## config.mk

```make
export PLATFORM = sky130hd
export DESIGN_NAME = branch_unit
export DESIGN_NICKNAME = d
export VERILOG_FILES = /design/src/rtl/branch_unit.sv
export SDC_FILE = /design/constraint.sdc
export NUM_CORES = 1
export LEC_CHECK = 0
export ABC_AREA = 1
export BUFFER_PORTS_ARGS = -buffer_cell sky130_fd_sc_hd__buf_4
export CORE_MARGIN = 10
export CORE_UTILIZATION = 45
export DETAILED_ROUTE_END_ITERATION = 12
export PLACE_DENSITY = 0.74
export SLEW_MARGIN = 40
export SYNTH_ARGS = -nofsm -noshare
export SYNTH_HDL_FRONTEND = slang
export SYNTH_SLANG_ARGS = --single-unit
```

## constraint.sdc

```tcl
create_clock -name clk -period 3.1 [get_ports clk]
set_clock_uncertainty 0.1 [all_clocks]
set_input_delay 0.31 -clock clk [delete_from_list [all_inputs] [get_ports clk]]
set_output_delay 0.31 -clock clk [all_outputs]
set_load 0.03 [all_outputs]
```

## src/rtl/branch_unit.sv

```systemverilog
// branch_unit
//   Branch resolution unit at the ID/EX boundary. It decodes the MIPS branch
//   group, compares the operands as signed values and forms the target and link
//   address. The outcome is registered for the redirect logic. It also keeps a
//   2-bit saturating branch history table for the fetch stage and saturating
//   statistics counters.
//
// Parameters
//   WIDTH      data/address width (>= 16)
//   BHT_DEPTH  number of history entries (power of two, >= 2)
//   CNT_W      width of the statistics counters
//
// Ports
//   clk, rst_n            clock, synchronous active-low reset
//   lookup_pc/pred_taken  fetch-side prediction lookup (combinational)
//   valid_in, ins, pc     branch candidate: instruction word and its address
//   din_a, din_b          forwarded rs/rt operand values
//   pred_in               prediction made at fetch for this branch
//   stall, flush          hold everything / kill the current input
//   clear_stats           zero both statistics counters
//   res_valid, branch, target, link, link_addr, mispredict, redirect_pc
//                         registered resolution results
//   br_cnt, mp_cnt        resolved-branch and misprediction counters
module branch_unit #(
  parameter int WIDTH     = 32,
  parameter int BHT_DEPTH = 16,
  parameter int CNT_W     = 16
) (
  input  logic             clk,
  input  logic             rst_n,
  input  logic [WIDTH-1:0] lookup_pc,
  output logic             pred_taken,
  input  logic             valid_in,
  input  logic [31:0]      ins,
  input  logic [WIDTH-1:0] pc,
  input  logic [WIDTH-1:0] din_a,
  input  logic [WIDTH-1:0] din_b,
  input  logic             pred_in,
  input  logic             stall,
  input  logic             flush,
  input  logic             clear_stats,
  output logic             res_valid,
  output logic             branch,
  output logic [WIDTH-1:0] target,
  output logic             link,
  output logic [WIDTH-1:0] link_addr,
  output logic             mispredict,
  output logic [WIDTH-1:0] redirect_pc,
  output logic [CNT_W-1:0] br_cnt,
  output logic [CNT_W-1:0] mp_cnt
);

  localparam int IDX_W = $clog2(BHT_DEPTH);

  logic [5:0]       op;
  logic [4:0]       rt;
  logic [15:0]      imm;
  logic             a_neg;
  logic             a_zero;
  logic             a_eq_b;
  logic             is_branch;
  logic             taken;
  logic             is_link;
  logic             accept;
  logic [WIDTH+17:0] offset_ext;
  logic [WIDTH-1:0] next_target;
  logic [WIDTH-1:0] next_link_addr;
  logic [IDX_W-1:0] lookup_idx;
  logic [IDX_W-1:0] update_idx;
  logic [1:0]       bht [BHT_DEPTH];

  assign op     = ins[31:26];
  assign rt     = ins[20:16];
  assign imm    = ins[15:0];
  assign a_neg  = din_a[WIDTH-1];
  assign a_zero = (din_a == '0);
  assign a_eq_b = (din_a == din_b);

  // Decode the branch group and evaluate its condition with din_a as signed.
  always_comb begin
    is_branch = 1'b0;
    taken     = 1'b0;
    is_link   = 1'b0;
    case (op)
      6'b000100: begin is_branch = 1'b1; taken = a_eq_b;           end
      6'b000101: begin is_branch = 1'b1; taken = ~a_eq_b;          end
      6'b000111: begin is_branch = 1'b1; taken = ~a_neg & ~a_zero; end
      6'b000110: begin is_branch = 1'b1; taken = a_neg | a_zero;   end
      6'b000001: begin
        case (rt)
          5'b00000: begin is_branch = 1'b1; taken = a_neg;  end
          5'b00001: begin is_branch = 1'b1; taken = ~a_neg; end
          5'b10000: begin is_branch = 1'b1; taken = a_neg;  is_link = 1'b1; end
          5'b10001: begin is_branch = 1'b1; taken = ~a_neg; is_link = 1'b1; end
          default:  ;
        endcase
      end
      default: ;
    endcase
  end

  // The sign extension is built wider than WIDTH so it also works when WIDTH
  // is narrower than the shifted 18-bit offset; the low WIDTH bits are used.
  assign offset_ext     = {{WIDTH{imm[15]}}, imm, 2'b00};
  assign next_target    = pc + WIDTH'(4) + offset_ext[WIDTH-1:0];
  assign next_link_addr = pc + WIDTH'(8);

  assign accept     = valid_in & is_branch & ~stall & ~flush;
  assign lookup_idx = lookup_pc[IDX_W+1:2];
  assign update_idx = pc[IDX_W+1:2];

  // The lookup reads the table before this cycle's update, so a same-index
  // update only becomes visible one cycle later.
  assign pred_taken = bht[lookup_idx][1];

  // Result registers. Flush outranks stall for clearing res_valid. A
  // non-branch or an idle cycle drops res_valid so that each result is a
  // one-cycle pulse.
  always_ff @(posedge clk) begin
    if (!rst_n) begin
      res_valid   <= 1'b0;
      branch      <= 1'b0;
      target      <= '0;
      link        <= 1'b0;
      link_addr   <= '0;
      mispredict  <= 1'b0;
      redirect_pc <= '0;
    end else if (flush) begin
      res_valid <= 1'b0;
    end else if (!stall) begin
      res_valid <= valid_in & is_branch;
      if (accept) begin
        branch      <= taken;
        target      <= next_target;
        link        <= is_link;
        link_addr   <= next_link_addr;
        mispredict  <= (pred_in != taken);
        redirect_pc <= taken ? next_target : next_link_addr;
      end
    end
  end

  // Two-bit saturating history update at the resolving branch's index.
  always_ff @(posedge clk) begin
    if (!rst_n) begin
      for (int i = 0; i < BHT_DEPTH; i++) bht[i] <= 2'b01;
    end else if (accept) begin
      if (taken && bht[update_idx] != 2'b11)
        bht[update_idx] <= bht[update_idx] + 2'b01;
      else if (!taken && bht[update_idx] != 2'b00)
        bht[update_idx] <= bht[update_idx] - 2'b01;
    end
  end

  // Statistics counters saturate at all-ones. clear_stats is an explicit
  // command, so it wins over any increment in the same cycle.
  always_ff @(posedge clk) begin
    if (!rst_n) begin
      br_cnt <= '0;
      mp_cnt <= '0;
    end else if (clear_stats) begin
      br_cnt <= '0;
      mp_cnt <= '0;
    end else if (accept) begin
      if (br_cnt != '1) br_cnt <= br_cnt + 1'b1;
      if ((pred_in != taken) && mp_cnt != '1) mp_cnt <= mp_cnt + 1'b1;
    end
  end

endmodule

```

==> results of run 1 <==
==> state kept, by name, indices dropped and copies added (netlist names) <==
signal,count
bht,32
target,32
link_addr,30
redirect_pc,30
br_cnt,16
mp_cnt,16
branch,1
link,1
mispredict,1
res_valid,1
==> final cells by class <==
cell class / count / area, µm²
fill: 2296 / 9750
clock inverter: 15 / 151
multi-input combinational: 1153 / 6230
inverter: 153 / 574
tap: 319 / 399
sequential: 160 / 3520
timing repair buffer: 292 / 2210
clock buffer: 17 / 425
==> path summary, 6_finish.rpt <==
check                            endpoint  slack [ps]  cells after the start
min reg2reg  redirect_pc[24]$_SDFFE_PN0P_         370                      2
min                target[1]$_SDFFE_PN0P_          10                      3
max reg2reg        br_cnt[7]$_SDFFE_PP0P_         710                     10
max          redirect_pc[31]$_SDFFE_PN0P_         430                     16
==> layout by cell type (no fill, tap or decap), types with 4 or more instances in the layout <==
cell type and instances:
a22oi_1 8, dfxtp_1 128, nor2_4 5, nand3_1 71, nor3b_1 5, edfxtp_1 32
inv_1 144, nor2_2 6, inv_2 8, buf_4 289, o21ai_1 6, xnor2_1 52
xor2_1 42, nor3_1 31, nor2_1 243, o21a_1 4, a21oi_1 88, nand4_1 35
o211ai_1 30, o21bai_1 4, o21ai_0 104, nand2_1 323, nor4_1 6, clkbuf_16 17
ha_1 60
==> layer usage <==
metal | vias to the layer above | share of wire | global-route usage
met5 | - | 0 | 0
met4 | 0 | 0.018 | 0.0636
li1 | 5534 | - | -
met2 | 393 | 0.48 | 0.401
met1 | 5146 | 0.43 | 0.302
met3 | 44 | 0.065 | 0.0447
==> synth_stat cells (12+ instances only) <==
library cell  count
xnor2_1          52
nand2_1         323
ha_1             60
inv_1           144
o21ai_0         104
edfxtp_1         32
a21oi_1          88
nand4_1          35
nand3_1          71
o211ai_1         30
nor2_1          243
buf_2            12
nor3_1           31
dfxtp_1         128
xor2_1           42
clkbuf_1         31
==> cell families after synthesis <==
group | after synthesis | synth area share
adder cells (fa/ha/maj) | 61 | 0.0730
AND/OR/NAND/NOR | 740 | 0.301
buffers and inverters | 206 | 0.0776
flip-flops | 160 | 0.334
AO/OA/AOI/OAI | 258 | 0.137
XOR/XNOR | 94 | 0.0780
==> per-stage QoR <==
step / power [mW] / hold WS, ps / setup slack [ps]
6_report: 5.36 / 12.3 / 426
3_5_place_dp: 3.29 / 360 / 92.0
5_1_grt: 5.58 / 22.3 / 300
3_3_place_gp: 3.28 / 354 / 126
2_1_floorplan: 2.86 / 310 / 679
4_1_cts: 5.37 / 1.38 / 511
==> worst reg2reg max path: stages (launching register included) <==
cell and delay, ps:
dfxtp_1 410, inv_1 130, nor3_1 250, nand2_1 140, nor3_1 200, nand3_1 100
nand2_1 380, inv_1 170, nand4_1 170, nand2_1 60, nor3b_1 130
==> power by group through the flow <==
stage,sequential (mW),clock (mW),combinational (mW)
global placement,2.19,0,1.09
CTS,2.14,2.12,1.11
floorplan,2.20,0,0.651
detailed placement,2.19,0,1.10
finish,2.14,2.10,1.12
global route,2.14,2.20,1.24
==> flow_results.xml, run 1 <==
<?xml version="1.0" encoding="UTF-8"?>
<metrics>
  <group name="power_and_ir_drop">
    <metric name="cell_internal_pwr" unit="mW">3.69</metric>
    <metric name="p_per_area" unit="nW/µm²">397</metric>
    <metric name="ir_worst_vdd" unit="µV">326</metric>
    <metric name="sw_frac_of_total" unit="">0.312</metric>
    <metric name="netSwitchingPower" unit="mW">1.67</metric>
    <metric name="p_leak" unit="nW">6.27</metric>
    <metric name="clockPowerShare" unit="">0.391</metric>
    <metric name="power.share.combinational" unit="">0.209</metric>
    <metric name="pwr-share-seq" unit="">0.400</metric>
  </group>
  <group name="cts">
    <metric name="clk_latency" unit="ps">430</metric>
    <metric name="tritoncts_clock_tree" unit="">yes</metric>
    <metric name="hold_buffer_count_at_cts" unit="">1</metric>
    <metric name="cts.root.buffer_cell" unit="">clkbuf_16</metric>
    <metric name="cts_setup_buffers" unit="">0</metric>
    <metric name="ctsLongestPathBuffers" unit="">2</metric>
    <metric name="cts_max_level" unit="">4</metric>
    <metric name="cts-buffers-inserted" unit="">17</metric>
    <metric name="reg_clk_slew_reported_paths" unit="ps">70</metric>
    <metric name="cts_num_sinks" unit="">160</metric>
    <metric name="post_cts_resized" unit="">0</metric>
  </group>
  <group name="timing">
    <metric name="timing.final.crit_period" unit="ps">2670</metric>
    <metric name="grt_setup_unrepaired" unit="">false</metric>
    <metric name="timing.fmax" unit="GHz">0.374</metric>
    <metric name="post-route-period-util" unit="">0.863</metric>
    <metric name="totalNegativeSetupSlack" unit="ps">0</metric>
    <metric name="relSlewSlack" unit="">0.469</metric>
    <metric name="final_hold_viol_count" unit="">0</metric>
    <metric name="maxSlewViolCount" unit="">0</metric>
    <metric name="timing_worst_slew_pin_value" unit="ps">796</metric>
    <metric name="setup-violations-final" unit="">0</metric>
  </group>
  <group name="worst_setup_path">
    <metric name="critical_path_peak_fanout" unit="">5</metric>
    <metric name="path_common_cell" unit="">nand3_1</metric>
    <metric name="end_kind" unit="">register</metric>
    <metric name="worstSetupStartpointType" unit="">input port</metric>
    <metric name="worst_ep_arrival_time" unit="ps">2940</metric>
    <metric name="worst-endpoint-required" unit="ps">3360</metric>
    <metric name="regToRegStartpoint" unit="">br_cnt[5]$_SDFFE_PP0P_</metric>
    <metric name="critical_path_class" unit="">in -&gt; reg</metric>
    <metric name="timing.critical_path.slowest_cell_delay" unit="ps">460</metric>
    <metric name="timing.critical_path.cells" unit="">buf_4, inv_2, ha_1, inv_1, ha_1, inv_1, fa_1, o21ai_0, nand3_1, nand3_1, nand3_1, nand3_1, nand2_1, a21oi_1, o21ai_0, a21oi_1</metric>
    <metric name="slowest_stage" unit="">fa_1</metric>
    <metric name="worst-path-buf-inv" unit="">4</metric>
    <metric name="worst_setup_path_startpoint" unit="">pc[2]</metric>
    <metric name="timing.critical_path.max_delay_family" unit="">adder cells</metric>
  </group>
  <group name="logic_synthesis">
    <metric name="synth-async-reset-ratio" unit="">0</metric>
    <metric name="postSynthNetCount" unit="">1747</metric>
    <metric name="synthDominantAreaCellType" unit="">dfxtp_1</metric>
    <metric name="ys_dominant_reg_cell" unit="">dfxtp_1</metric>
    <metric name="synth_edf_count" unit="">32</metric>
    <metric name="synth.ff_latch_count" unit="">160</metric>
    <metric name="warnings_from_yosys" unit="">0</metric>
    <metric name="synth_area_leaders" unit="">dfxtp_1, nand2_1, edfxtp_1, nor2_1, ha_1</metric>
    <metric name="synth.yosys.seq_area_share" unit="">0.334</metric>
    <metric name="syn_avg_cell_area" unit="µm²">6.95</metric>
    <metric name="netlist_instances" unit="">1519</metric>
    <metric name="netlist.area_leader.share" unit="">0.243</metric>
    <metric name="netlist_area" unit="µm²">10600</metric>
    <metric name="yosysUniqueCellTypes" unit="">48</metric>
  </group>
  <group name="final_layout">
    <metric name="areaGrowthSynthToFinish" unit="%">27.9</metric>
    <metric name="stdcell_count" unit="">2109</metric>
    <metric name="final_nets" unit="">2005</metric>
    <metric name="finalInstanceArea" unit="µm²">13500</metric>
    <metric name="post-route-util" unit="">0.581</metric>
    <metric name="n_antenna_cell" unit="">0</metric>
    <metric name="ratio_of_cells_with_drive_above_1_in_the_final_layout" unit="">0.199</metric>
  </group>
  <group name="grt">
    <metric name="pin_count_of_the_biggest_net_entering_global_routing" unit="">107</metric>
    <metric name="groute.usage.overall" unit="">0.237</metric>
    <metric name="grt_antenna_before_repair" unit="">0</metric>
    <metric name="grt_pass1_vias" unit="">10700</metric>
    <metric name="grt_remaining_overflow" unit="">0</metric>
    <metric name="grt_pass1_wl" unit="µm">57700</metric>
  </group>
  <group name="die">
    <metric name="floorplan.rows" unit="">56</metric>
    <metric name="top_level_ports" unit="">300</metric>
    <metric name="initial_core_util" unit="">0.454</metric>
    <metric name="design.core.area" unit="µm²">23300</metric>
    <metric name="die_width" unit="µm">173</metric>
    <metric name="chipHeight" unit="µm">173</metric>
    <metric name="die_area" unit="µm²">30000</metric>
  </group>
  <group name="detailed_routing">
    <metric name="ratio_of_routed_vias_to_standard_cells" unit="">5.27</metric>
    <metric name="first_iter_violations" unit="">864</metric>
    <metric name="wl" unit="µm">36700</metric>
    <metric name="dr_total_vias" unit="">11100</metric>
    <metric name="drc_errors" unit="">0</metric>
    <metric name="drt_pass1_iterations" unit="">5</metric>
    <metric name="routedWlPerCell" unit="µm">17.4</metric>
    <metric name="ant_nets" unit="">0</metric>
  </group>
  <group name="place">
    <metric name="dpl.cell_count" unit="">2076</metric>
    <metric name="place_hpwl" unit="µm">29300</metric>
    <metric name="placedInstanceArea" unit="µm²">12900</metric>
    <metric name="portBuffers" unit="">266</metric>
    <metric name="gpl.final_weighted_congestion" unit="">0.954</metric>
  </group>
  <group name="hold_path">
    <metric name="timing.hold.worst.class" unit="">in -&gt; reg</metric>
    <metric name="worstHoldStart" unit="">pc[1]</metric>
  </group>
  <group name="flow_run">
    <metric name="timing.max_cap.violations" unit="">0</metric>
  </group>
  <group name="outcome">
    <metric name="run_status" unit="">completed</metric>
  </group>
</metrics>
No activity file was read; power rests on OpenSTA's default activity.
==> inputs of run 2 (changes only) <==
--- a/config.mk
+++ b/config.mk
@@ -10,7 +10,7 @@
 export CORE_MARGIN = 10
 export CORE_UTILIZATION = 45
 export DETAILED_ROUTE_END_ITERATION = 12
-export PLACE_DENSITY = 0.74
+export PLACE_DENSITY = 0.71
 export SLEW_MARGIN = 40
 export SYNTH_ARGS = -nofsm -noshare
 export SYNTH_HDL_FRONTEND = slang
==> run 2 against run 1 <==
Against the previous run: design area is 0.33% higher; via count is 0.74% lower; flip-flop and latch count stayed put.
==> flow_results.xml, run 2 (synthesized netlist as in run 1, its figures left out) <==
<?xml version="1.0" encoding="UTF-8"?>
<metrics>
  <group name="timing">
    <metric name="timing_worst_slew_pin_value" unit="ps">766</metric>
    <metric name="maxSlewViolCount" unit="">0</metric>
    <metric name="fin_worst_hold_slack" unit="ps">28.1</metric>
    <metric name="post-route-period-util" unit="">0.814</metric>
    <metric name="totalNegativeSetupSlack" unit="ps">0</metric>
    <metric name="setup-violations-final" unit="">0</metric>
    <metric name="timing.final.crit_period" unit="ps">2520</metric>
    <metric name="grt_setup_unrepaired" unit="">false</metric>
    <metric name="timing.fmax" unit="GHz">0.396</metric>
    <metric name="relSlewSlack" unit="">0.489</metric>
    <metric name="final_hold_viol_count" unit="">0</metric>
    <metric name="setup_ws" unit="ps">578</metric>
  </group>
  <group name="power_and_ir_drop">
    <metric name="p_leak" unit="nW">6.29</metric>
    <metric name="p_per_area" unit="nW/µm²">407</metric>
    <metric name="ir_worst_vdd" unit="µV">317</metric>
  </group>
  <group name="die">
    <metric name="floorplan.rows" unit="">56</metric>
    <metric name="die_width" unit="µm">173</metric>
    <metric name="top_level_ports" unit="">300</metric>
    <metric name="initial_core_util" unit="">0.454</metric>
    <metric name="die_area" unit="µm²">30000</metric>
    <metric name="design.core.area" unit="µm²">23300</metric>
    <metric name="chipHeight" unit="µm">173</metric>
  </group>
  <group name="final_layout">
    <metric name="final_common_cell" unit="">nand2_1</metric>
    <metric name="n_antenna_cell" unit="">0</metric>
    <metric name="reg_top3" unit="">bht x32, target x32</metric>
    <metric name="ratio_of_cells_with_drive_above_1_in_the_final_layout" unit="">0.198</metric>
    <metric name="final_nets" unit="">2004</metric>
    <metric name="most_frequent_cells_in_the_layout" unit="">nand2_1, buf_4, nor2_1</metric>
    <metric name="stdcell_count" unit="">2108</metric>
    <metric name="areaGrowthSynthToFinish" unit="%">28.3</metric>
  </group>
  <group name="grt">
    <metric name="grt_pass1_vias" unit="">10600</metric>
    <metric name="pin_count_of_the_biggest_net_entering_global_routing" unit="">86</metric>
    <metric name="grt_use_met1" unit="">0.297</metric>
    <metric name="groute.usage.overall" unit="">0.235</metric>
    <metric name="grt.met3_usage" unit="">0.0379</metric>
    <metric name="grt_pass1_wl" unit="µm">57300</metric>
    <metric name="grt_remaining_overflow" unit="">0</metric>
    <metric name="grt_most_used_layer" unit="">met2</metric>
    <metric name="grt_antenna_before_repair" unit="">0</metric>
    <metric name="grt_util_met2" unit="">0.411</metric>
  </group>
  <group name="cts">
    <metric name="cts_max_level" unit="">4</metric>
    <metric name="reg_clk_slew_reported_paths" unit="ps">70</metric>
    <metric name="cts_num_sinks" unit="">160</metric>
    <metric name="tritoncts_clock_tree" unit="">yes</metric>
    <metric name="cts-buffers-inserted" unit="">17</metric>
    <metric name="cts_setup_buffers" unit="">0</metric>
    <metric name="clk_latency" unit="ps">430</metric>
    <metric name="ctsLongestPathBuffers" unit="">2</metric>
    <metric name="cts.root.buffer_cell" unit="">clkbuf_16</metric>
  </group>
  <group name="worst_setup_path">
    <metric name="r2r.worst_path.cells" unit="">10</metric>
    <metric name="end_kind" unit="">register</metric>
    <metric name="worst-endpoint-required" unit="ps">3360</metric>
    <metric name="critical_path_class" unit="">in -&gt; reg</metric>
    <metric name="worstSetupStartpointType" unit="">input port</metric>
    <metric name="timing.reg2reg.setup_slack" unit="ps">720</metric>
    <metric name="critical_path_peak_fanout" unit="">5</metric>
    <metric name="worst_ep_arrival_time" unit="ps">2780</metric>
  </group>
  <group name="flow_run">
    <metric name="timing.max_cap.violations" unit="">0</metric>
  </group>
  <group name="detailed_routing">
    <metric name="wl" unit="µm">36600</metric>
    <metric name="ant_nets" unit="">0</metric>
    <metric name="ratio_of_routed_vias_to_standard_cells" unit="">5.23</metric>
    <metric name="dr_total_vias" unit="">11000</metric>
    <metric name="drt_pass1_iterations" unit="">5</metric>
    <metric name="routedWlPerCell" unit="µm">17.4</metric>
    <metric name="drc_errors" unit="">0</metric>
    <metric name="first_iter_violations" unit="">944</metric>
  </group>
  <group name="place">
    <metric name="dpl.cell_count" unit="">2075</metric>
    <metric name="portBuffers" unit="">266</metric>
    <metric name="gpl.final_weighted_congestion" unit="">0.983</metric>
    <metric name="place_hpwl" unit="µm">29000</metric>
    <metric name="detailedPlace.worstSlack" unit="ps">172</metric>
  </group>
  <group name="outcome">
    <metric name="run_status" unit="">completed</metric>
  </group>
  <group name="hold_path">
    <metric name="timing.hold.worst.class" unit="">in -&gt; reg</metric>
    <metric name="hold_path_depth" unit="">3</metric>
  </group>
</metrics>
-- run 2: cell type report --
| type | instances | area (µm²) |
|---|---|---|
| Multi-Input combinational cell | 1153 | 6230 |
| Sequential cell | 160 | 3520 |
| Tap cell | 319 | 399 |
| Clock inverter | 12 | 161 |
| Inverter | 153 | 574 |
| Fill cell | 2260 | 9710 |
| Timing Repair Buffer | 291 | 2200 |
| Clock buffer | 20 | 468 |
-- run 2: where the power goes --
| group | leakage, nW | internal [mW] | switching (mW) | total, mW |
|---|---|---|---|---|
| registers | 1.31 | 2.13 | 0.00881 | 2.14 |
| logic | 4.67 | 0.418 | 0.698 | 1.12 |
| clock network | 0.306 | 1.30 | 0.962 | 2.26 |
-- run 2: worst max-delay path: stages --
cell and delay, ps:
buf_4 120, inv_2 50, ha_1 220, inv_1 80
ha_1 220, inv_1 70, fa_1 440, o21ai_0 270
nand3_1 130, nand3_1 220, nand3_1 120, nand3_1 100
nand2_1 70, a21oi_1 120, o21ai_0 100, a21oi_1 130
-- run 2: routing by layer --
layer  vias to the layer above  wire length [µm]
met1                      5074             15800
met5                         -                 0
met4                         0               576
met2                       382             18000
li1                       5534                 -
met3                        45              2290
-- run 2: metrics by stage --
stage	utilization	power, mW	cell area [µm²]
2_1_floorplan	-	2.86	10600
3_3_place_gp	0.555	3.28	12900
3_5_place_dp	0.555	3.28	12900
4_1_cts	0.583	5.54	13600
5_1_grt	0.583	5.75	13600
6_report	0.583	5.52	13600
-- run 2: path summary, 6_finish.rpt --
check / start / endpoint
max: pc[2] / redirect_pc[31]$_SDFFE_PN0P_
min: pc[1] / target[1]$_SDFFE_PN0P_
max reg2reg: br_cnt[3]$_SDFFE_PP0P_ / br_cnt[7]$_SDFFE_PP0P_
min reg2reg: link$_SDFFE_PN0P_ / link$_SDFFE_PN0P_
-- run 2: repair_timing --
action | 4_1_cts | 5_1_grt
endpoints found under the hold margin | 1 | 0
resized for setup | 0 | 0
hold buffers | 1 | 0
==> inputs of run 3 (changes only) <==
--- a/config.mk
+++ b/config.mk
@@ -5,12 +5,12 @@
 export SDC_FILE = /design/constraint.sdc
 export NUM_CORES = 1
 export LEC_CHECK = 0
-export ABC_AREA = 1
+export ABC_AREA = 0
 export BUFFER_PORTS_ARGS = -buffer_cell sky130_fd_sc_hd__buf_4
 export CORE_MARGIN = 10
 export CORE_UTILIZATION = 45
 export DETAILED_ROUTE_END_ITERATION = 12
-export PLACE_DENSITY = 0.71
+export PLACE_DENSITY = 0.72
 export SLEW_MARGIN = 40
 export SYNTH_ARGS = -nofsm -noshare
 export SYNTH_HDL_FRONTEND = slang
==> constraint.sdc (replaced) <==
create_clock -name clk -period 2.6 [get_ports clk]
set_clock_uncertainty 0.1 [all_clocks]
set_input_delay 0.26 -clock clk [delete_from_list [all_inputs] [get_ports clk]]
set_output_delay 0.26 -clock clk [all_outputs]
set_load 0.03 [all_outputs]
==> run 3 against run 2 <==
Against the previous run: the flow now finishes with violations (setup timing); synthesized cell count down 26%; power up 24%; synthesized area down 8.2%; core utilization up 12 points; sequential power up 19%; register-to-register slack worse by 810 ps; worst setup slack worse by 670 ps; design area up 8.8%; clock power up 15%; critical path type is now reg -> reg; critical endpoint is now bht[8][0]$_SDFFCE_PN1P_; highest routed layer unchanged.
==> flow_results.xml, run 3 <==
<?xml version="1.0" encoding="UTF-8"?>
<metrics>
  <group name="outcome">
    <metric name="run_status" unit="">finished with violations</metric>
    <metric name="failed_checks" unit="">setup timing</metric>
  </group>
  <group name="worst_setup_path">
    <metric name="slowest_stage" unit="">mux4_2</metric>
    <metric name="path_common_cell" unit="">mux4_2</metric>
    <metric name="timing.critical_path.max_delay_family" unit="">multiplexers</metric>
    <metric name="worst-path-buf-inv" unit="">1</metric>
    <metric name="worstSetupStartpointType" unit="">register</metric>
    <metric name="critical_path_class" unit="">reg -&gt; reg</metric>
    <metric name="worst-endpoint-required" unit="ps">2630</metric>
    <metric name="worst_ep_arrival_time" unit="ps">2720</metric>
    <metric name="critical_path_peak_fanout" unit="">4</metric>
    <metric name="timing.critical_path.cells" unit="">mux4_2, mux4_2, nor2b_4, mux2i_4, buf_6, nand3_4, o21ai_4</metric>
    <metric name="end_kind" unit="">register</metric>
    <metric name="timing.critical_path.slowest_cell_delay" unit="ps">510</metric>
  </group>
  <group name="place">
    <metric name="portBuffers" unit="">266</metric>
    <metric name="gpl.final_weighted_congestion" unit="">0.914</metric>
    <metric name="detailedPlace.worstSlack" unit="ps">-610</metric>
    <metric name="placedInstanceArea" unit="µm²">13300</metric>
    <metric name="place_hpwl" unit="µm">27500</metric>
  </group>
  <group name="logic_synthesis">
    <metric name="ys_dominant_reg_cell" unit="">dfxtp_1</metric>
    <metric name="yosysUniqueCellTypes" unit="">65</metric>
    <metric name="netlist_instances" unit="">1129</metric>
    <metric name="synth-async-reset-ratio" unit="">0</metric>
    <metric name="synth.most_common_cell" unit="">nor2_1</metric>
    <metric name="post_synthesis_mux_area_share" unit="">0.0534</metric>
    <metric name="synth.yosys.seq_area_share" unit="">0.363</metric>
    <metric name="synth_edf_count" unit="">32</metric>
    <metric name="synth_xor_xnor_area_share" unit="">0.0957</metric>
    <metric name="adder_cell_share_of_the_synthesized_area" unit="">0.0795</metric>
    <metric name="synth_area_leaders" unit="">dfxtp_1, edfxtp_1, ha_1, xor2_1, nor2_1</metric>
    <metric name="synth.ff_latch_count" unit="">160</metric>
    <metric name="synth.top_cells.by_count" unit="">nor2_1, dfxtp_1, nand2_1</metric>
    <metric name="synth-compound-area-share" unit="">0.156</metric>
    <metric name="netlist.area_leader.share" unit="">0.264</metric>
    <metric name="netlist_area" unit="µm²">9700</metric>
    <metric name="warnings_from_yosys" unit="">0</metric>
    <metric name="synth_top_family_by_area" unit="">simple AND/OR/NAND/NOR gates</metric>
    <metric name="synthDominantAreaCellType" unit="">dfxtp_1</metric>
    <metric name="syn_avg_cell_area" unit="µm²">8.59</metric>
    <metric name="postSynthNetCount" unit="">1357</metric>
    <metric name="synth_simple_gate_area_share" unit="">0.218</metric>
  </group>
  <group name="cts">
    <metric name="cts_num_sinks" unit="">160</metric>
    <metric name="cts_max_level" unit="">4</metric>
    <metric name="tritoncts_clock_tree" unit="">yes</metric>
    <metric name="reg_clk_slew_reported_paths" unit="ps">80</metric>
    <metric name="ctsLongestPathBuffers" unit="">2</metric>
    <metric name="cts-buffers-inserted" unit="">17</metric>
    <metric name="clk_latency" unit="ps">440</metric>
    <metric name="cts.root.buffer_cell" unit="">clkbuf_16</metric>
  </group>
  <group name="grt">
    <metric name="pin_count_of_the_biggest_net_entering_global_routing" unit="">67</metric>
    <metric name="grt_pass1_wl" unit="µm">55300</metric>
    <metric name="grt_antenna_before_repair" unit="">0</metric>
    <metric name="grt_pass1_vias" unit="">10200</metric>
    <metric name="grt_remaining_overflow" unit="">0</metric>
    <metric name="groute.usage.overall" unit="">0.243</metric>
  </group>
  <group name="final_layout">
    <metric name="final_nets" unit="">1762</metric>
    <metric name="reg_top3" unit="">bht x32, target x32</metric>
    <metric name="finalInstanceArea" unit="µm²">14700</metric>
    <metric name="final_common_cell" unit="">buf_4</metric>
    <metric name="post-route-util" unit="">0.699</metric>
    <metric name="n_antenna_cell" unit="">0</metric>
    <metric name="ratio_of_cells_with_drive_above_1_in_the_final_layout" unit="">0.404</metric>
    <metric name="areaGrowthSynthToFinish" unit="%">52.0</metric>
    <metric name="most_frequent_cells_in_the_layout" unit="">buf_4, nor2_1, nand2_1, dfxtp_1, xor2_1</metric>
  </group>
  <group name="timing">
    <metric name="fin_worst_hold_slack" unit="ps">21.0</metric>
    <metric name="setup_ws" unit="ps">-89.7</metric>
    <metric name="timing.final.crit_period" unit="ps">2690</metric>
    <metric name="timing.fmax" unit="GHz">0.372</metric>
    <metric name="grt_setup_unrepaired" unit="">true</metric>
    <metric name="maxSlewViolCount" unit="">0</metric>
    <metric name="final_hold_viol_count" unit="">0</metric>
    <metric name="relSlewSlack" unit="">0.423</metric>
    <metric name="timing_worst_slew_pin_value" unit="ps">866</metric>
    <metric name="post-route-period-util" unit="">1.03</metric>
    <metric name="setup-violations-final" unit="">41</metric>
  </group>
  <group name="die">
    <metric name="design.core.area" unit="µm²">21100</metric>
    <metric name="die_width" unit="µm">167</metric>
    <metric name="top_level_ports" unit="">300</metric>
    <metric name="die_area" unit="µm²">27800</metric>
    <metric name="initial_core_util" unit="">0.460</metric>
    <metric name="floorplan.rows" unit="">53</metric>
    <metric name="chipHeight" unit="µm">167</metric>
  </group>
  <group name="detailed_routing">
    <metric name="drc_errors" unit="">0</metric>
    <metric name="wl" unit="µm">36500</metric>
    <metric name="ant_nets" unit="">0</metric>
    <metric name="first_iter_violations" unit="">830</metric>
    <metric name="dr_total_vias" unit="">10300</metric>
    <metric name="drt_pass1_iterations" unit="">5</metric>
    <metric name="routedWlPerCell" unit="µm">20.0</metric>
    <metric name="ratio_of_routed_vias_to_standard_cells" unit="">5.63</metric>
  </group>
  <group name="hold_path">
    <metric name="timing.hold.worst.class" unit="">in -&gt; reg</metric>
  </group>
  <group name="power_and_ir_drop">
    <metric name="ir_worst_vdd" unit="µV">442</metric>
    <metric name="p_per_area" unit="nW/µm²">465</metric>
    <metric name="p_leak" unit="nW">6.09</metric>
    <metric name="fin_total_pwr" unit="mW">6.86</metric>
  </group>
  <group name="flow_run">
    <metric name="timing.max_cap.violations" unit="">0</metric>
  </group>
</metrics>
==> run 3: cell types whose count changed in the layout (fill, tap and decap cells not counted), moves of 17 or more <==
cell      delta
a211oi_1    +18
nor2_1     -106
a21oi_1     -24
ha_4        +21
inv_1      -130
nand2_1    -195
mux2i_1     +17
ha_1        -26
nand3_1     -38
o21ai_0     -70
buf_4      +140
xor2_1      +28
xnor2_1     -19
==> run 3: timing repair <==
item,in CTS,in global routing
buffers inserted,1,7
pin swaps,9,56
resized for setup,30,96
setup endpoints to repair,38,101
hold endpoints to repair,3,0
hold buffers,3,0
cloned,0,2
==> run 3: worst paths after layout <==
path                          startpoint                          end  slack, ps  cells after the start
max              bht[4][0]$_SDFFCE_PN1P_      bht[8][0]$_SDFFCE_PN1P_        -90                      7
min                                stall       res_valid$_SDFFE_PP0N_         20                      3
min reg2reg  redirect_pc[6]$_SDFFE_PN0P_  redirect_pc[6]$_SDFFE_PN0P_        350                      2
max reg2reg      bht[4][0]$_SDFFCE_PN1P_      bht[8][0]$_SDFFCE_PN1P_        -90                      7
==> run 3: logic make-up (layout without fill, tap and decap cells) <==
family                     after synthesis  count (layout)
and+or+nand+nor                        449             450
AOI/OAI and AO/OA                      239             239
DFF                                    160             160
xor gates and xnor gates               106             106
buffers and inverters                   80             497
adders and majority gates               61              61
muxes                                   34              34
==> run 3: worst register-to-register path: stages, from the launching register on <==
cell,delay (ps)
edfxtp_1,400
mux4_2,510
mux4_2,500
nor2b_4,150
mux2i_4,250
buf_6,160
nand3_4,130
o21ai_4,200
==> run 3: cell type report <==
cell class | instances | area (µm²)
multi-input combinational | 890 | 6740
fill | 1619 | 6340
sequential | 160 | 3520
timing repair buffer | 445 | 3440
clock buffer | 17 | 425
tap | 275 | 344
clock inverter | 15 | 186
inverter | 20 | 82.6
==> run 3: per-layer routing <==
| metal | GRT usage | routed length [µm] |
|---|---|---|
| met1 | 0.291 | 15200 |
| met5 | 0 | 0 |
| met3 | 0.0558 | 2470 |
| met2 | 0.424 | 18000 |
| met4 | 0.0706 | 872 |
==> run 3: through the flow <==
stage	instances	TNS, ps
2_1_floorplan	1129	-2720
3_3_place_gp	1778	-38450
3_5_place_dp	1778	-44930
4_1_cts	1814	-1750
5_1_grt	1822	-4570
6_report	1822	-2410
==> run 3: where the power goes <==
group          total (mW)  internal [mW]  switching, mW
registers            2.55           2.54        0.00974
logic                1.71          0.828          0.877
clock network        2.60           1.32           1.28
